`src/rtl/jk_mod_counter.sv`:
```
// jk_mod_counter: synchronous modulo-MODULUS up/down counter built from JK cells.
// Each count bit is a JK cell (q+ = J&~q | ~K&q) whose J/K inputs encode hold,
// count (toggle), load, reset or modulo-wrap.
// Ports:
//   clk      - clock, rising-edge
//   rst      - synchronous active-high reset
//   en       - count enable
//   up       - direction, 1 = increment, 0 = decrement
//   load     - synchronous parallel load of din (priority over en)
//   din      - load value; values >= MODULUS load 0 and flag load_err
//   count    - current count (registered)
//   tc       - terminal count, combinational from count and up
//   wrap     - registered pulse: count wrapped on the previous edge
//   load_err - registered pulse: an out-of-range load value was replaced by 0
module jk_mod_counter #(
  parameter int unsigned WIDTH   = 4,
  parameter int unsigned MODULUS = 10
) (
  input  logic             clk,
  input  logic             rst,
  input  logic             en,
  input  logic             up,
  input  logic             load,
  input  logic [WIDTH-1:0] din,
  output logic [WIDTH-1:0] count,
  output logic             tc,
  output logic             wrap,
  output logic             load_err
);

  localparam logic [WIDTH-1:0] MAX_VAL = WIDTH'(MODULUS - 1);
  localparam logic [WIDTH:0]   MOD_EXT = (WIDTH + 1)'(MODULUS);

  logic [WIDTH-1:0] count_q, count_d;
  logic             wrap_q, wrap_d;
  logic             load_err_q, load_err_d;

  logic [WIDTH-1:0] j_c, k_c, t_c;
  logic             all_one_c, all_zero_c;
  logic             din_ok_c;

  // Terminal count: the value from which the next step in direction 'up' wraps.
  assign tc = up ? (count_q == MAX_VAL) : (count_q == '0);

  assign din_ok_c = ({1'b0, din} < MOD_EXT);

  // J/K drive per bit and JK next-state evaluation.
  always_comb begin
    j_c        = '0;
    k_c        = '0;
    t_c        = '0;
    wrap_d     = 1'b0;
    load_err_d = 1'b0;
    all_one_c  = 1'b1;
    all_zero_c = 1'b1;

    // Binary toggle terms: bit i toggles when all lower bits are 1 (up) or 0 (down).
    for (int i = 0; i < WIDTH; i++) begin
      t_c[i]     = en & (up ? all_one_c : all_zero_c);
      all_one_c  = all_one_c & count_q[i];
      all_zero_c = all_zero_c & ~count_q[i];
    end

    if (rst) begin
      j_c = '0;
      k_c = '1;
    end else if (load) begin
      if (din_ok_c) begin
        j_c = din;
        k_c = ~din;
      end else begin
        j_c        = '0;
        k_c        = '1;
        load_err_d = 1'b1;
      end
    end else if (en) begin
      if (tc) begin
        // Modulo wrap overrides the binary toggle terms.
        wrap_d = 1'b1;
        if (up) begin
          j_c = '0;
          k_c = '1;
        end else begin
          j_c = MAX_VAL;
          k_c = ~MAX_VAL;
        end
      end else begin
        j_c = t_c;
        k_c = t_c;
      end
    end

    count_d = (j_c & ~count_q) | (~k_c & count_q);
  end

  // State registers.
  always_ff @(posedge clk) begin
    if (rst) begin
      count_q    <= '0;
      wrap_q     <= 1'b0;
      load_err_q <= 1'b0;
    end else begin
      count_q    <= count_d;
      wrap_q     <= wrap_d;
      load_err_q <= load_err_d;
    end
  end

  assign count    = count_q;
  assign wrap     = wrap_q;
  assign load_err = load_err_q;

endmodule

```
`config.mk`:
```
export PLATFORM = sky130hd
export DESIGN_NAME = jk_mod_counter
export DESIGN_NICKNAME = d
export VERILOG_FILES = /design/src/rtl/jk_mod_counter.sv
export SDC_FILE = /design/constraint.sdc
export NUM_CORES = 1
export LEC_CHECK = 0
export ABC_AREA = 1
export CAP_MARGIN = 25
export CORE_AREA = 8 8 45 47
export DETAILED_ROUTE_END_ITERATION = 10
export DIE_AREA = 0 0 53 55
export SLEW_MARGIN = 0
export SYNTH_ARGS = -nofsm -noshare
export SYNTH_HDL_FRONTEND = slang
export SYNTH_SLANG_ARGS = --single-unit
```
`constraint.sdc`:
```
create_clock -name clk -period 1.5 [get_ports clk]
set_input_delay 0.375 -clock clk [delete_from_list [all_inputs] [get_ports clk]]
set_output_delay 0.375 -clock clk [all_outputs]
set_load 0.01 [all_outputs]
```
==> impl_metrics.json, run 1 <==
{
  "drive_above_1_share": 0.2762,
  "first_iter_violations": 6,
  "maxCapViolations": 0,
  "grtUsageTotal": 0.09126,
  "rrSetupSlack_ns": 0.33,
  "final-seq-area_um2": 125.1,
  "start_util": 0.2902,
  "hp-start": "count[3]",
  "areaGrowthSynthToFinish_pct": 82.24,
  "wl_um": 1244,
  "io_buffers": 15,
  "slew_viol_final": 0,
  "stdcell_area_um2": 732.0,
  "num_rows": 14,
  "total_power_uw": 516.3,
  "arrival_ns": 1.11,
  "synth_top_area_cell": "dfxtp_1",
  "synth_area_um2": 401.6,
  "postPlaceCellArea_um2": 699.4,
  "peakVddDrop_mv": 0.3827,
  "place_inst": 117,
  "die-area_um2": 2915,
  "fin_cells": 121,
  "clock_skew_ns": 0.0008099,
  "fp.dieW_um": 53,
  "synth-seq-area-share": 0.2991,
  "hold_path.class": "reg2reg",
  "cts_buffer_depth": 2,
  "worst_pin_slew_ns": 0.2345,
  "slew-limit-headroom": 0.8420,
  "synth.distinct_cells": 17,
  "ys_dominant_reg_cell": "dfxtp_1",
  "synth_area_leaders": "dfxtp_1 (30%), nand2_1 (20%), inv_1 (9.3%)",
  "fin_crit_ns": 1.484,
  "status": "finished, final reports clean",
  "synthesis.instances": 69,
  "wire_per_inst_um": 10.28,
  "seq_power_share": 0.348,
  "layout.nets": 116,
  "vias": 538,
  "crit_type": "reg2out",
  "syn_nets": 78,
  "rsz0062_at_grt": "true",
  "async_flop_share": 0,
  "grt_overflow_total": 0,
  "grt_busiest_layer": "met2",
  "p_clk_frac": 0.294,
  "fillers": 141,
  "cp_max_fo": 4,
  "syn_area_per_cell_um2": 5.821,
  "grt.met1_usage": 0.1003,
  "num_antenna_cells": 0,
  "internal-power_uw": 361.7,
  "synth.ff_latch_count": 6,
  "cts-root-buf": "clkbuf_4",
  "power_density_nw_per_um2": 705.3,
  "ys_top_cells_by_count": "nand2_1 (21), inv_1 (10), nor2_1 (9)",
  "yosys.area.top_type_share": 0.2991,
  "clk-insertion-delay-late_ns": 0.25,
  "setup_viol": 0,
  "p_leak_nw": 0.3951,
  "synth_edf_count": 0,
  "drcViolationCount": 0,
  "grt_pass1_wl_um": 1952,
  "cp.required_ns": 1.12,
  "die_y_um": 55,
  "grt_max_degree": 7,
  "core_area_um2": 1384,
  "grt_pass1_vias": 503,
  "final.setup.tns_ns": 0,
  "crit_path_end_kind": "output pin",
  "cts_buffers": 3,
  "dr.pass1.iters": 4,
  "cts.sinks": 6,
  "use_met2": 0.1504,
  "use_met3": 0.04011,
  "antenna_found_initial": 0,
  "yosys_warnings": 0,
  "ant_nets": 0,
  "clk_pin_slew_ns": 0.05,
  "p_sw_frac": 0.2993,
  "cts-htree-levels": 1,
  "startpoint_type": "flop",
  "ioPinCount": 16,
  "cts_tree": "built",
  "hpwlAfterDp_um": 1027,
  "critPathLaunch": "count[0]",
  "combPwrFrac": 0.357,
  "viasPerCell": 4.446,
  "period_share": 0.9895,
  "synth_most_common_cell": "nand2_1",
  "multi_input_area_um2": 242.7,
  "p_switching_uw": 154.5,
  "r2r_start": "count[0]",
  "fmaxAchievable_mhz": 673.7,
  "gp_congestion": 0.8444,
  "hold_violations": 0,
  "cts_hold_repair.buffers": 0
}
## metal layers
metal	vias up	share of wire
li1	294	-
met1	230	0.46
met2	12	0.48
met3	2	0.047
met4	0	0.0080
met5	-	0
## power by group through the flow
stage          Sequential [mW]  Combinational (mW)  Clock (mW)
2_1_floorplan            0.190              0.0652           0
3_3_place_gp             0.181               0.186           0
3_5_place_dp             0.182               0.186           0
4_1_cts                  0.179               0.181       0.160
5_1_grt                  0.180               0.203       0.170
6_report                 0.180               0.184       0.152
## sequential cells by signal, indices dropped and copies added (netlist names)
signal / count
load_err: 1
wrap: 1
count: 4
## placed cells by master, fill, tap and decap left out, types with 2 or more instances in the layout
| cell | synthesis | routed |
|---|---|---|
| dfxtp_1 | 6 | 4 |
| clkbuf_4 | 0 | 3 |
| inv_2 | 1 | 2 |
| nand3_1 | 4 | 4 |
| inv_1 | 10 | 9 |
| buf_4 | 0 | 18 |
| nand2_1 | 21 | 21 |
| clkdlybuf4s50_1 | 0 | 9 |
| a21oi_1 | 4 | 4 |
| o21ai_0 | 4 | 4 |
| nand4_1 | 2 | 2 |
| dlygate4sd2_1 | 0 | 5 |
| nor2_1 | 9 | 8 |
## kinds of logic (layout without fill, tap and decap cells)
group | Yosys count | in the layout | share of synthesized area
and+or+nand+nor | 40 | 40 | 0.4206
DFF | 6 | 6 | 0.2991
buffers and inverters | 11 | 47 | 0.1028
AOI/OAI and AO/OA | 12 | 12 | 0.1776
## final timing paths
kind | endpoint | cells past startpoint
worst max-delay path | tc | 7
worst min-delay path | count[3] | 3
worst max register to register | count[2] | 10
worst min register to register | count[3] | 3
## critical path: stages (launching register included)
cell,delay [ns]
dfxtp_4,0.36
inv_2,0.04
nor2_2,0.09
nand2_1,0.07
nand2_1,0.08
nand2_2,0.07
inv_2,0.06
buf_6,0.09
## what timing repair did
item,CTS,global route
gates resized for setup,11,4
pin swaps,0,4
buffers inserted,0,1
setup endpoints to repair,5,1
## final cells by class
type | instances | area share
multi-input combinational | 52 | 0.3316
tap | 16 | 0.02735
clock buffer | 3 | 0.03077
timing repair buffer | 33 | 0.3829
sequential | 6 | 0.1709
inverter | 11 | 0.05641
## through the flow
step	util	setup WS [ns]	hold WS [ns]
2_1_floorplan	-	0.2391	0.4514
3_3_place_gp	0.5054	-0.5293	0.6016
3_5_place_dp	0.5054	-0.5670	0.6059
4_1_cts	0.5190	-0.003540	0.5854
5_1_grt	0.5289	-0.08209	0.6392
6_report	0.5289	0.01573	0.6097
No activity file was read; power rests on OpenSTA's default activity.
==> inputs of run 2 (changes only) <==
--- a/config.mk
+++ b/config.mk
@@ -10,6 +10,7 @@
 export CORE_AREA = 8 8 45 47
 export DETAILED_ROUTE_END_ITERATION = 10
 export DIE_AREA = 0 0 53 55
+export RECOVER_POWER = 25
 export SLEW_MARGIN = 0
 export SYNTH_ARGS = -nofsm -noshare
 export SYNTH_HDL_FRONTEND = slang
==> run 2 against run 1 <==
Against the previous run: first-iteration DRC count unchanged; largest cell class unchanged; critical path depth is the same; sequential share of layout area stayed put; core utilization did not move; flip-flop and latch count stayed put; final area is the same; clock skew is the same; fmax unchanged; wire length is the same; non-clock buffer count stayed put; setup slack is the same.
==> impl_metrics.json, run 2 (same netlist as run 1, synthesis figures left out) <==
{
  "worst-path-buf-inv": 3,
  "mostFrequentLayoutCells": "nand2_1 (21), buf_4 (18), inv_1 (9), nor2_1 (8), clkdlybuf4s50_1 (8)",
  "antenna_found_initial": 0,
  "reg2reg_depth": 10,
  "grt_max_degree": 7,
  "final.setup.tns_ns": 0,
  "io_buffers": 15,
  "cts_buffer_depth": 2,
  "slew_viol_final": 0,
  "reg2reg_to": "count[2]",
  "cpPeakStageDelay_ns": 0.36,
  "fmaxAchievable_mhz": 673.7,
  "cp_max_fo": 4,
  "final_common_cell": "nand2_1",
  "power_density_nw_per_um2": 704.6,
  "path_cells": "inv_2 > nor2_2 > nand2_1 > nand2_1 > nand2_2 > inv_2 > buf_6",
  "grt_overflow_total": 0,
  "period_share": 0.9895,
  "layout.nets": 116,
  "first_iter_violations": 6,
  "crit_type": "reg2out",
  "peakVddDrop_mv": 0.3804,
  "largest_register_ffs": 4,
  "crit_path_top_delay_cell": "dfxtp_4",
  "die-area_um2": 2915,
  "cts.sinks": 6,
  "gp_congestion": 0.8444,
  "worst_pin_slew_ns": 0.2345,
  "cts_buffers": 3,
  "slew-limit-headroom": 0.8420,
  "areaGrowthSynthToFinish_pct": 82.24,
  "hp-start": "count[3]",
  "viasPerCell": 4.446,
  "num_antenna_cells": 0,
  "status": "finished, final reports clean",
  "post-route-util": 0.5289,
  "grt_pass1_wl_um": 1952,
  "hpwlAfterDp_um": 1027,
  "fp.dieW_um": 53,
  "drcViolationCount": 0,
  "grt_pass1_vias": 503,
  "place_inst": 117,
  "arrival_ns": 1.11,
  "cp.required_ns": 1.12,
  "vias": 538,
  "ioPinCount": 16,
  "crit_family": "flip-flops",
  "rrSetupSlack_ns": 0.33,
  "grtUsageTotal": 0.09126,
  "crit_path_end_kind": "output pin",
  "startpoint_type": "flop",
  "r2r_start": "count[0]",
  "cts-htree-levels": 1,
  "maxCapViolations": 0,
  "core_area_um2": 1384,
  "hold_violations": 0,
  "dr.pass1.iters": 4,
  "hold-path-endpoint": "count[3]",
  "fin_cells": 121,
  "die_y_um": 55,
  "clk-insertion-delay-late_ns": 0.25,
  "start_util": 0.2902,
  "fin_crit_ns": 1.484,
  "setup_viol": 0,
  "clock_skew_ns": 0.0008099,
  "drive_above_1_share": 0.2762,
  "p_leak_nw": 0.3953,
  "wire_per_inst_um": 10.28,
  "hold_path.class": "reg2reg",
  "wl_um": 1244,
  "cts-root-buf": "clkbuf_4",
  "ant_nets": 0,
  "hold_depth": 3,
  "rsz0062_at_grt": "true",
  "cts_tree": "built",
  "num_rows": 14,
  "clk_pin_slew_ns": 0.05
}
run 2: area by class of cell:
class | instances | area (um2)
fillers | 141 | 651.9
repair buffers | 33 | 280.3
multi-input cells | 52 | 242.7
flip-flops and latches | 6 | 125.1
inverters | 11 | 41.29
clock buffers | 3 | 22.52
well taps | 16 | 20.02
run 2: worst reg2reg max path, delay by kind of cell (launching register included):
| family | cells | cell delay, ns |
|---|---|---|
| buffers and inverters | 2 | 0.18 |
| flip-flops | 1 | 0.36 |
| AND/OR/NAND/NOR | 8 | 0.52 |
run 2: worst max-delay path by stage:
stage / depth (start not counted) / from / to
after floorplan: 6 / count[0] / tc
after global placement: 6 / up / tc
after detailed placement: 6 / up / tc
after CTS: 7 / count[0] / tc
after global routing: 7 / count[0] / tc
final: 7 / count[0] / tc
run 2: power breakdown:
part | switching (mW) | internal [mW]
combinational | 0.0840 | 0.0998
sequential | 0.00922 | 0.171
clock | 0.0613 | 0.0907
total | 0.155 | 0.361
run 2: timing repair:
item / in CTS / in global routing
pin swaps: 0 / 4
hold buffers: 0 / 0
setup buffers: 0 / 1
setup endpoints to repair: 5 / 1
cloned: 0 / 0
gates resized for setup: 11 / 4
run 2: through the flow:
stage	instance area [um2]	total power, mW	hold WS, ns	setup slack (ns)
floorplan	401.6	0.2547	0.4514	0.2391
global placement	699.4	0.3677	0.6016	-0.5293
detailed placement	699.4	0.3682	0.6059	-0.5670
CTS	718.2	0.5211	0.5854	-0.003540
global route	732.0	0.5527	0.6392	-0.08209
finish	732.0	0.5157	0.6097	0.01573
run 2: metal layers:
metal  up-vias  wire, um  GRT usage
li1        294         -          -
met1       230       572     0.1003
met2        12       603     0.1504
met3         2        58    0.04011
met4         0        10    0.03879
met5         -         0          0
